## src/rtl/j2c_slave.sv

```systemverilog
// J2C link receiver: synchronizes sda/scl, decodes START/STOP/BIT and rebuilds MSB-first words.
// Define J2C_SLAVE_PARITY_EN to expect a trailing even-parity bit and report parity_err.
module j2c_slave #(
  parameter int MESSAGE_LENGTH = 8,
  parameter int SYNC_STAGES    = 2
) (
  input  logic                      clk,
  input  logic                      reset,
  input  logic                      sda,
  input  logic                      scl,
  output logic [MESSAGE_LENGTH-1:0] data,
  output logic                      data_valid,
  output logic                      busy,
  output logic                      frame_err,
  output logic                      parity_err
);

`ifdef J2C_SLAVE_PARITY_EN
  localparam int FRAME_BITS = MESSAGE_LENGTH + 1;
`else
  localparam int FRAME_BITS = MESSAGE_LENGTH;
`endif
  localparam int CNT_W = $clog2(MESSAGE_LENGTH + 2);
  localparam logic [CNT_W-1:0] FRAME_CNT = CNT_W'(FRAME_BITS);

  localparam logic [1:0] IDLE      = 2'd0;
  localparam logic [1:0] RECEIVE   = 2'd1;
  localparam logic [1:0] WAIT_STOP = 2'd2;
  localparam logic [1:0] STOP_CLK  = 2'd3;

  logic [SYNC_STAGES-1:0] sda_sync, scl_sync;
  logic                   sda_prev, scl_prev;
  logic                   sda_s, scl_s;
  logic                   start_cond, stop_cond, bit_cond, scl_fall;

  logic [1:0]            state, state_next;
  logic [CNT_W-1:0]      cnt, cnt_next;
  logic [FRAME_BITS-1:0] shift, shift_next;
  logic                  commit, commit_next;
  logic                  ferr_next;

  // NOTE: every clocked assignment is non-blocking so all flops see pre-edge values.
  always_ff @(posedge clk) begin
    if (reset) begin
      sda_sync <= '1;
      scl_sync <= '1;
      sda_prev <= 1'b1;
      scl_prev <= 1'b1;
    end else begin
      sda_sync <= {sda_sync[SYNC_STAGES-2:0], sda};
      scl_sync <= {scl_sync[SYNC_STAGES-2:0], scl};
      sda_prev <= sda_s;
      scl_prev <= scl_s;
    end
  end

  assign sda_s = sda_sync[SYNC_STAGES-1];
  assign scl_s = scl_sync[SYNC_STAGES-1];

  // START/STOP need scl steady high; an sda edge coinciding with an scl edge decodes as BIT only.
  assign start_cond = scl_s & scl_prev & ~sda_s &  sda_prev;
  assign stop_cond  = scl_s & scl_prev &  sda_s & ~sda_prev;
  assign bit_cond   = scl_s & ~scl_prev;
  assign scl_fall   = ~scl_s & scl_prev;

  // NOTE: each signal written here gets a default first so no latch can be inferred.
  always_comb begin
    state_next  = state;
    cnt_next    = cnt;
    shift_next  = shift;
    commit_next = 1'b0;
    ferr_next   = 1'b0;
    case (state)
      IDLE: begin
        if (start_cond) begin
          state_next = RECEIVE;
          cnt_next   = '0;
        end
      end
      RECEIVE: begin
        if (start_cond) begin
          cnt_next = '0;
        end else if (stop_cond) begin
          ferr_next  = 1'b1;
          state_next = IDLE;
        end else if (bit_cond) begin
          shift_next = {shift[FRAME_BITS-2:0], sda_s};
          cnt_next   = cnt + CNT_W'(1);
          if (cnt_next == FRAME_CNT) state_next = WAIT_STOP;
        end
      end
      // The STOP itself needs one scl rise after the last bit; a surplus bit is only
      // distinguishable from it once scl falls again without a STOP.
      WAIT_STOP, STOP_CLK: begin
        if (stop_cond) begin
          commit_next = 1'b1;
          state_next  = IDLE;
        end else if (start_cond) begin
          ferr_next  = 1'b1;
          state_next = RECEIVE;
          cnt_next   = '0;
        end else if (state == WAIT_STOP && bit_cond) begin
          state_next = STOP_CLK;
        end else if (state == STOP_CLK && scl_fall) begin
          ferr_next  = 1'b1;
          state_next = IDLE;
        end
      end
      default: state_next = IDLE;
    endcase
  end

  always_ff @(posedge clk) begin
    if (reset) begin
      state      <= IDLE;
      cnt        <= '0;
      shift      <= '0;
      commit     <= 1'b0;
      busy       <= 1'b0;
      frame_err  <= 1'b0;
      data       <= '0;
      data_valid <= 1'b0;
`ifdef J2C_SLAVE_PARITY_EN
      parity_err <= 1'b0;
`endif
    end else begin
      state      <= state_next;
      cnt        <= cnt_next;
      shift      <= shift_next;
      commit     <= commit_next;
      busy       <= (state_next != IDLE);
      frame_err  <= ferr_next;
      data_valid <= 1'b0;
`ifdef J2C_SLAVE_PARITY_EN
      parity_err <= 1'b0;
      if (commit) begin
        if (^shift == 1'b0) begin
          data       <= shift[FRAME_BITS-1:1];
          data_valid <= 1'b1;
        end else begin
          parity_err <= 1'b1;
        end
      end
`else
      if (commit) begin
        data       <= shift;
        data_valid <= 1'b1;
      end
`endif
    end
  end

`ifndef J2C_SLAVE_PARITY_EN
  assign parity_err = 1'b0;
`endif

endmodule

```

## config.mk

```make
export PLATFORM = sky130hd
export DESIGN_NAME = j2c_slave
export DESIGN_NICKNAME = d
export VERILOG_FILES = /design/src/rtl/j2c_slave.sv
export SDC_FILE = /design/constraint.sdc
export NUM_CORES = 1
export LEC_CHECK = 0
export ABC_AREA = 1
export CELL_PAD_IN_SITES_DETAIL_PLACEMENT = 1
export CELL_PAD_IN_SITES_GLOBAL_PLACEMENT = 2
export CORE_MARGIN = 1.5
export CORE_UTILIZATION = 35
export CTS_BUF_LIST = sky130_fd_sc_hd__clkbuf_8
export DETAILED_ROUTE_END_ITERATION = 6
export PLACE_DENSITY_LB_ADDON = 0.1
export SLEW_MARGIN = 20
export SYNTH_ARGS = -nofsm -noshare
export SYNTH_HDL_FRONTEND = slang
export SYNTH_SLANG_ARGS = --single-unit
```

## constraint.sdc

```tcl
create_clock -name clk -period 2.9 [get_ports clk]
set_input_delay 0.29 -clock clk [delete_from_list [all_inputs] [get_ports clk]]
set_output_delay 0.29 -clock clk [all_outputs]
set_load 0.1 [all_outputs]
```

Word-level counts from Yosys, hierarchy flattened --
Cells that the tools add are included.
Word-level totals: flip-flop bits (word level) 32, bits of input ports 4, output and inout port bits 12, word-level logic and storage cells 66
Cells by class: add/subtract/negate cells 1, equal/unequal tests 7, muxes and demuxes 24, bitwise operators 14, reduce and logical (&&, ||, !) cells 8
Operators by type and width (number):
- 2-to-1 mux 4 bit | 5
- 2-to-1 mux 2 bit | 9
- one-hot mux 4 bit (3 select lines) | 1
- bitwise AND 1 bit | 7
- 2-to-1 mux 1 bit | 7
- inverter 1 bit | 7
- inequality test 3 bit, second input constant | 2
- one-hot mux 2 bit (3 select lines) | 1
- adder 4 x 1 -> 4 bit, second input constant | 1
- == test 2 bit, second input constant | 2
- == test 4 bit, second input constant | 1
- AND reduction 4 bit | 1
- OR reduction 2 bit | 2
- AND reduction 3 bit | 1
- == test 2 x 1 -> 1 bit, second input constant | 1
- logical AND 1 bit | 2
- zero test 2 bit | 1
- inequality test 2 bit, second input constant | 1
- one-hot mux 1 bit (2 select lines) | 1
- nonzero test 2 bit | 1

Longest topological paths before layout --
Gate-level depths: netlist of the first run.
word-level depth 9, depth in mapped cells 9, mapped depth without buffers 9

Least setup slack after synthesis of the first run --
Ideal clock, no wire load.
path type register to register, from register data[1] (netlist name), to register data[1], library setup time 0.067 ns, data arrival time 1.218 ns, required time 2.833 ns, path slack 1.615 ns, stages on the path, launching flop included 3, buffers on the path 0, clock period less this slack 1.285 ns, cell sequence dfxtp_1 > o21ai_0 > nor2_1
RTL lines:
- to (signal assigned) | line 146 | data <= shift;
- to (decl) | line 11 | output logic [MESSAGE_LENGTH-1:0] data,

Worst setup path in the final report of the first run --
from register cnt[0], to register busy
Between the ends: cells in the longest elaborated chain, start to end 8
Ends and longest elaborated chain:
- from (decl) | line 37 | logic [CNT_W-1:0] cnt, cnt_next;
- from (signal assigned) | line 128 | cnt <= cnt_next;
- adder 4 x 1 -> 4 bit | line 88 | cnt_next = cnt + CNT_W'(1);
- == test 4 bit | line 89 | if (cnt_next == FRAME_CNT) state_next = WAIT_STOP;
- 2-to-1 mux 2 bit | line 89
- 2-to-1 mux 2 bit | line 86 | end else if (bit_cond) begin
- 2-to-1 mux 2 bit | line 83 | end else if (stop_cond) begin
- 2-to-1 mux 2 bit | line 81 | if (start_cond) begin
- one-hot mux 2 bit (3 select lines) | line 73 | case (state)
- nonzero test 2 bit | line 131 | busy <= (state_next != IDLE);
- to (signal assigned) | line 131
- to (decl) | line 13 | output logic busy,
Every way passes these cells. A chain may end at the register's enable or synchronous reset.

==> results of run 1 <==
final timing paths:
path | start | end | slack, ns | depth (start not counted)
min reg2reg | scl_sync[0] | scl_sync[1] | 0.42 | 1
max | cnt[0] | busy | 1.52 | 8
min | scl_sync[0] | scl_sync[1] | 0.42 | 1
max reg2reg | cnt[0] | busy | 1.52 | 8
where the power goes:
group	internal [µW]	total, µW	switching [µW]	leakage (µW)
Combinational	9.55	31.7	22.1	0.000464
Clock	303	458	155	0.0000645
Sequential	443	446	2.06	0.000259
kinds of logic after synthesis:
family	after synthesis	synth area share, %
buffers and inverters	20	7.30
AO/OA/AOI/OAI	24	10.4
AND/OR/NAND/NOR	88	30.5
other	1	0.296
adder cells (fa/ha/maj)	1	0.987
flip-flops	32	50.5
cell type report:
class	instances	area [µm²]
Clock buffer	7	96.3
Clock inverter	1	30.0
Fill cell	439	1890
Inverter	15	56.3
Multi-Input combinational cell	114	534
Sequential cell	32	641
Tap cell	46	57.6
Timing Repair Buffer	14	113
layer usage:
metal  global-route usage (%)  part of all wire, %
met1                     20.0                   53
met2                     23.7                   43
met3                     3.21                  2.6
met4                     5.71                  1.6
met5                        0                    0
through the flow:
step                      total power (µW)  utilization, %
after global routing                   969            44.7
after CTS                              950            44.7
after floorplan                        480               -
final                                  935            44.7
after global placement                 487            41.0
after detailed placement               488            41.0
cells in the final DEF, fill, tap and decap left out:
| master | count |
|---|---|
| sky130_fd_sc_hd__a21oi_1 | 3 |
| sky130_fd_sc_hd__a21oi_2 | 3 |
| sky130_fd_sc_hd__buf_4 | 11 |
| sky130_fd_sc_hd__bufinv_16 | 1 |
| sky130_fd_sc_hd__clkbuf_8 | 7 |
| sky130_fd_sc_hd__clkdlybuf4s50_1 | 3 |
| sky130_fd_sc_hd__clkinv_1 | 1 |
| sky130_fd_sc_hd__conb_1 | 1 |
| sky130_fd_sc_hd__dfxtp_1 | 32 |
| sky130_fd_sc_hd__ha_1 | 1 |
| sky130_fd_sc_hd__inv_1 | 11 |
| sky130_fd_sc_hd__inv_2 | 3 |
| sky130_fd_sc_hd__nand2_1 | 30 |
| sky130_fd_sc_hd__nand2_2 | 4 |
| sky130_fd_sc_hd__nand3_1 | 4 |
| sky130_fd_sc_hd__nand4_1 | 3 |
| sky130_fd_sc_hd__nor2_1 | 39 |
| sky130_fd_sc_hd__nor2_2 | 2 |
| sky130_fd_sc_hd__nor2_8 | 1 |
| sky130_fd_sc_hd__o21ai_0 | 12 |
| sky130_fd_sc_hd__o21ai_1 | 6 |
| sky130_fd_sc_hd__or2_2 | 5 |
sequential cells by signal, summed over array words and instances (netlist names), 2 cells and up:
name	count
cnt	4
data	8
scl_sync	2
sda_sync	2
shift	8
state	2
==> results.txt, run 1 <==
The final layout net count is 187. In this design, the critical path's most frequently occurring cell is sky130_fd_sc_hd__nand2_1. The first detailed-routing pass ran for 4 iterations. After global routing the overflow that remains totals 0. Yosys attributes the largest share of cell area to sky130_fd_sc_hd__dfxtp_1 (51%), sky130_fd_sc_hd__nor2_1 (12%), sky130_fd_sc_hd__nand2_1 (8.9%). The count of input and output buffers is 14.

The worst supply voltage drop on vdd came out at 0.000467 V. The worst hold slack came out at 0.425 ns. Setup repair after global routing left no endpoint under its margin.

The reported leakage power is 0.000787 µW. In this run the cell area measured after placement is 0.00140 mm². The number of buffers and inverters on the critical path came out at 0.

The maximum number of pins on one net before global-route repair is 23. The chip height is 63.2 µm. The clock transition at the registers of the reported paths came out at 0.06 ns. The required time of the critical path came out at 3.06 ns. From left edge to right edge, the die measures 63.2 µm.

The worst-case clock buffer depth is 2. The H-tree depth reported by CTS is 2. Clock tree synthesis inserted a total of 5 buffers. The proportion of synthesized flip-flops having asynchronous set or reset is 0%.

The number of clock sinks seen by CTS came out at 32. Sorting the synthesized cells by how often they occur yields sky130_fd_sc_hd__nor2_1 (39), sky130_fd_sc_hd__dfxtp_1 (32), sky130_fd_sc_hd__nand2_1 (30). The top-level port count is 16.

The kind of cell with the highest combined delay on the critical path is simple AND/OR/NAND/NOR gates. In this design, the stage delay of the slowest critical-path cell is 0.43 ns. Summed over all layers, the routed wires come to 2680 µm.

The achievable frequency is 727 MHz. The minimum clock period after layout came out at 1.38 ns. The worst setup path is launched from a flip-flop. After detailed routing, the average wire length per cell comes to 11.7 µm. Buffers added to address setup during post-CTS repair amount to 0. The number of nets in the synthesized netlist is 171. In the synthesized netlist, the number of instances is 166.

The number of gates resized after cts came out at 0. For this run, the leading register cell type out of synthesis is sky130_fd_sc_hd__dfxtp_1. The synthesized design contains 0 enable-type register cells. The register area share after synthesis came out at 50.5%. For this run, design rule violations remaining after detail routing come to 0. The number of vias per cell after detailed routing is 4.49. The post-route cell area is 0.00153 mm². TritonCTS built the clock tree. The endpoint type of the worst setup path is a flip-flop. The floorplan has 21 rows. The portion of the clock cycle consumed by the worst path in the final layout came out at 47.4%. The placeable core area is 0.00342 mm².

The detailed router's first-iteration violation count came out at 32. The most common cell in the synthesized netlist is sky130_fd_sc_hd__nor2_1. The total count of hold-check failures in the final report came out at 0. Power spread over the standard cell area amounts to 612 mW/mm². The worst endpoint data arrival time came out at 1.53 ns. The initial antenna violation count came to 0. Including well taps, the total number of placed cells is 221. After legalization and detailed placement, the total HPWL measured 1960 µm.

The first-pass GRT wire length came out at 4700 µm. The final weighted congestion of routability-driven global placement came out at 0.772. The number of hold buffers added after cts came out at 0. For this configuration, the core starts out at a cell density of 37.1%. The summed negative setup slack over all endpoints came out at 0 ns.

The area of the mapped netlist is 0.00127 mm². The number of pins with negative max-slew slack in the final report was 0. The biggest area contributor in the post-synthesis netlist is sky130_fd_sc_hd__dfxtp_1.

The minimum setup slack in the final design came out at 1.52 ns. The average cell area after synthesis is 7.64 µm². Clock tree synthesis selected as its root buffer the cell sky130_fd_sc_hd__clkbuf_8.

The floorplan die area is 0.00399 mm². The number of max-capacitance violations reported is 0. The flow ran to the end, and the final reports show no timing, DRC or antenna violations. The routed via count is 1,028. During synthesis, Yosys emitted a total of 0 warnings.

Walking the worst path, the cells encountered are ha_1, nand2_1, nor2_1, nand3_1, nand2_1, nand2_1, nand2_1, nand2_1. Setup violations remaining at the end of the flow were counted as 0. The source-to-sink clock delay at the later pin of the worst-skew pair is 0.27 ns. The number of antenna cells inserted came out at 0. On the final layout, the worst clock skew is 0.00195 ns. Summed over its instances, the top area cell type makes up 50.5% of the synthesized netlist area. The overall routing resource usage came out at 14.9%. The via count of the first global-routing pass came to 1,059.

The area growth from synthesis to layout is 20.5%. The number of nets still failing antenna checks after routing is 0. The minimum setup slack after placement is 1.29 ns. The maximum fanout along the worst path came out at 6. The number of standard cells in the layout, taps in and fillers out came out at 229. The class of the most critical setup path is reg -> reg. The share of cells above drive strength 1 is 20.2%. The worst hold path belongs to the class reg -> reg.

The synthesized design contains 32 register bits. Among all stages on the critical path, the largest delay is contributed by sky130_fd_sc_hd__dfxtp_1. Yosys mapped the design onto 22 distinct sky130hd cell types.
Note: power is estimated with default switching activity, not from simulation.
==> run 2: changes to the inputs <==
--- a/config.mk
+++ b/config.mk
@@ -9,7 +9,7 @@
 export CELL_PAD_IN_SITES_DETAIL_PLACEMENT = 1
 export CELL_PAD_IN_SITES_GLOBAL_PLACEMENT = 2
 export CORE_MARGIN = 1.5
-export CORE_UTILIZATION = 35
+export CORE_UTILIZATION = 29
 export CTS_BUF_LIST = sky130_fd_sc_hd__clkbuf_8
 export DETAILED_ROUTE_END_ITERATION = 6
 export PLACE_DENSITY_LB_ADDON = 0.1
==> constraint.sdc (replaced) <==
create_clock -name clk -period 1.2 [get_ports clk]
set_input_delay 0.12 -clock clk [delete_from_list [all_inputs] [get_ports clk]]
set_output_delay 0.12 -clock clk [all_outputs]
set_load 0.1 [all_outputs]
==> results.txt, run 2 (synthesized netlist as in run 1, its figures left out) <==
The first-pass GRT wire length came out at 4810 µm. The starting density of the core came out at 31.0%. The register-to-register path setup slack is 0.05 ns. The final wirelength is 2840 µm. The worst endpoint data arrival time is 1.34 ns.

Setup repair after global routing could not meet its margin everywhere. Setup violations remaining at the end of the flow were counted as 0. The relative area change from synthesis to final layout is 41.5%. The total count of hold-check failures in the final report is 0. In this run the critical register-to-register path is launched from state[0]. The worst hold path begins at scl.

The required time of the critical path is 1.40 ns. From bottom edge to top edge, the die measures 69.1 µm. The top-level port count is 16. The number of max-capacitance violations reported came out at 0. The placed cell area came out at 0.00166 mm². The fraction of the core area covered by cells at the end of the flow came out at 43.9%. The minimum clock period after layout came out at 1.15 ns. Routability-driven placement finished with a final weighted congestion of 0.783. The share of cells above drive strength 1 came out at 37.1%. The overall routing resource usage is 12.5%. The endpoint identified for the worst register-to-register timing path is cnt[0].

Measured in cells, the most critical reg-to-reg path has a length of 7. The via count of the first global-routing pass is 1,068. The worst hold path passes through 2 cells.

The clock transition at the registers of the reported paths is 0.06 ns. After routing the design area is 0.00179 mm². The type of the most critical hold path is in -> reg. The number of clock sinks seen by CTS is 32. After the first detailed-routing iteration, the DRC count stood at 23. For this design the ratio of total power to cell area is 1070 mW/mm². VDD sags by at most 0.000455 V. The run finished with clean final reports. The root buffer cell is sky130_fd_sc_hd__clkbuf_8. The library cell used most frequently in the layout, excluding fill and tap cells, is sky130_fd_sc_hd__nor2_1. The initial antenna violation count is 0. The number of nets still failing antenna checks after routing is 0. The number of hold buffers added after cts came out at 0. The first TritonRoute pass finished after 4 iterations.

The number of standard cells in the layout, taps in and fillers out is 244. The placeable core area came out at 0.00409 mm². The maximum fanout along the worst path is 7. The cell row count came out at 23.

The width of the chip came out at 69.1 µm. The routed layout has 1,109 vias. On the final layout, the worst hold slack is 0.410 ns. The power after layout is 1920 µW. The placed wire-length estimate after detailed placement is 2080 µm. The setup clock skew after layout came out at 0.00444 ns. The clock tree from TritonCTS is yes. The portion of the clock cycle consumed by the worst path in the final layout is 95.8%.

The average wire per cell in the routed design is 11.7 µm. The number of vias per cell after detailed routing is 4.55. In the layout the commonest cells are sky130_fd_sc_hd__nor2_1 (37), sky130_fd_sc_hd__nand2_1 (27), sky130_fd_sc_hd__dfxtp_1 (18). The source-to-sink clock delay at the later pin of the worst-skew pair is 0.27 ns.

The maximum number of pins on one net before global-route repair came out at 23. The worst-case clock buffer depth is 2. The class of the most critical setup path is reg -> reg. At the end of the flow, the number of nets in the layout was 199. The H-tree depth reported by CTS came out at 2. The remaining global-route overflow came out at 0. STA classifies the critical path startpoint as a flip-flop. The path with the worst hold slack has its endpoint at scl_sync[0]. The cell total after placement came out at 237. The count of input and output buffers came out at 14.

The endpoint type of the worst setup path is a flip-flop. The floorplan die area is 0.00478 mm². The achievable frequency is 870 MHz. The repair_antennas step left the layout with diodes totalling 0. The total DRC errors in the routed layout came out at 0. The number of pins with negative max-slew slack in the final report came out at 0. Buffers inserted during clock tree synthesis total 5. For this design the static power due to leakage is 0.000869 µW. The largest registers in the layout are data (8), shift (8), cnt (4).
## run 2: changes by cell type in the layout (fill, tap and decap cells not counted), sizes merged
cell and delta:
buf +12, bufinv -1, clkbuf -2, clkinv +1, inv +1
## run 2: final cells by class
type | instances | area (µm²)
Timing Repair Buffer | 26 | 353
Clock buffer | 5 | 68.8
Fill cell | 496 | 2290
Multi-Input combinational cell | 114 | 583
Sequential cell | 32 | 661
Inverter | 15 | 56.3
Tap cell | 50 | 62.6
Clock inverter | 2 | 8.76
## run 2: worst max-delay path, cell delays in order (launching register included)
cell and delay [ns]:
sky130_fd_sc_hd__dfxtp_2 0.34, sky130_fd_sc_hd__inv_2 0.05, sky130_fd_sc_hd__nor2_4 0.11, sky130_fd_sc_hd__inv_2 0.07, sky130_fd_sc_hd__nor2_8 0.19, sky130_fd_sc_hd__buf_12 0.14
sky130_fd_sc_hd__o21ai_2 0.04, sky130_fd_sc_hd__a21oi_1 0.13
## run 2: worst max path at each step
stage / from / to / slack [ns] / cells after the start
after floorplan: cnt[0] / busy / 0.06 / 8
after global placement: reset / cnt[2] / 0.004 / 4
after detailed placement: reset / cnt[2] / -0.04 / 4
after CTS: cnt[0] / busy / 0.003 / 8
after global routing: state[0] / shift[5] / -0.02 / 7
final: state[0] / cnt[0] / 0.05 / 7
## run 2: through the flow
| step | setup TNS [ns] | setup slack (ns) |
|---|---|---|
| final | 0 | 0.0502 |
| after global routing | -0.0847 | -0.0191 |
| after CTS | 0 | 0.00330 |
| after detailed placement | -0.0359 | -0.0359 |
| after global placement | 0 | 0.00423 |
| after floorplan | 0 | 0.0623 |
## run 2: power breakdown
part	total, µW	internal (µW)	switching (µW)
clock	751	385	366
combinational	89.1	30.6	58.4
sequential	1080	1070	6.18
total	1920	1490	431
## run 2: routing by layer
metal / GRT usage [%] / routed length (µm)
met1: 17.3 / 1500
met2: 17.6 / 1200
met3: 3.51 / 95
met4: 6.54 / 47
met5: 0 / 0
## run 2: what timing repair did
item,in CTS,in global routing
buffers inserted,0,0
setup endpoints to repair,0,11
resized for setup,0,23
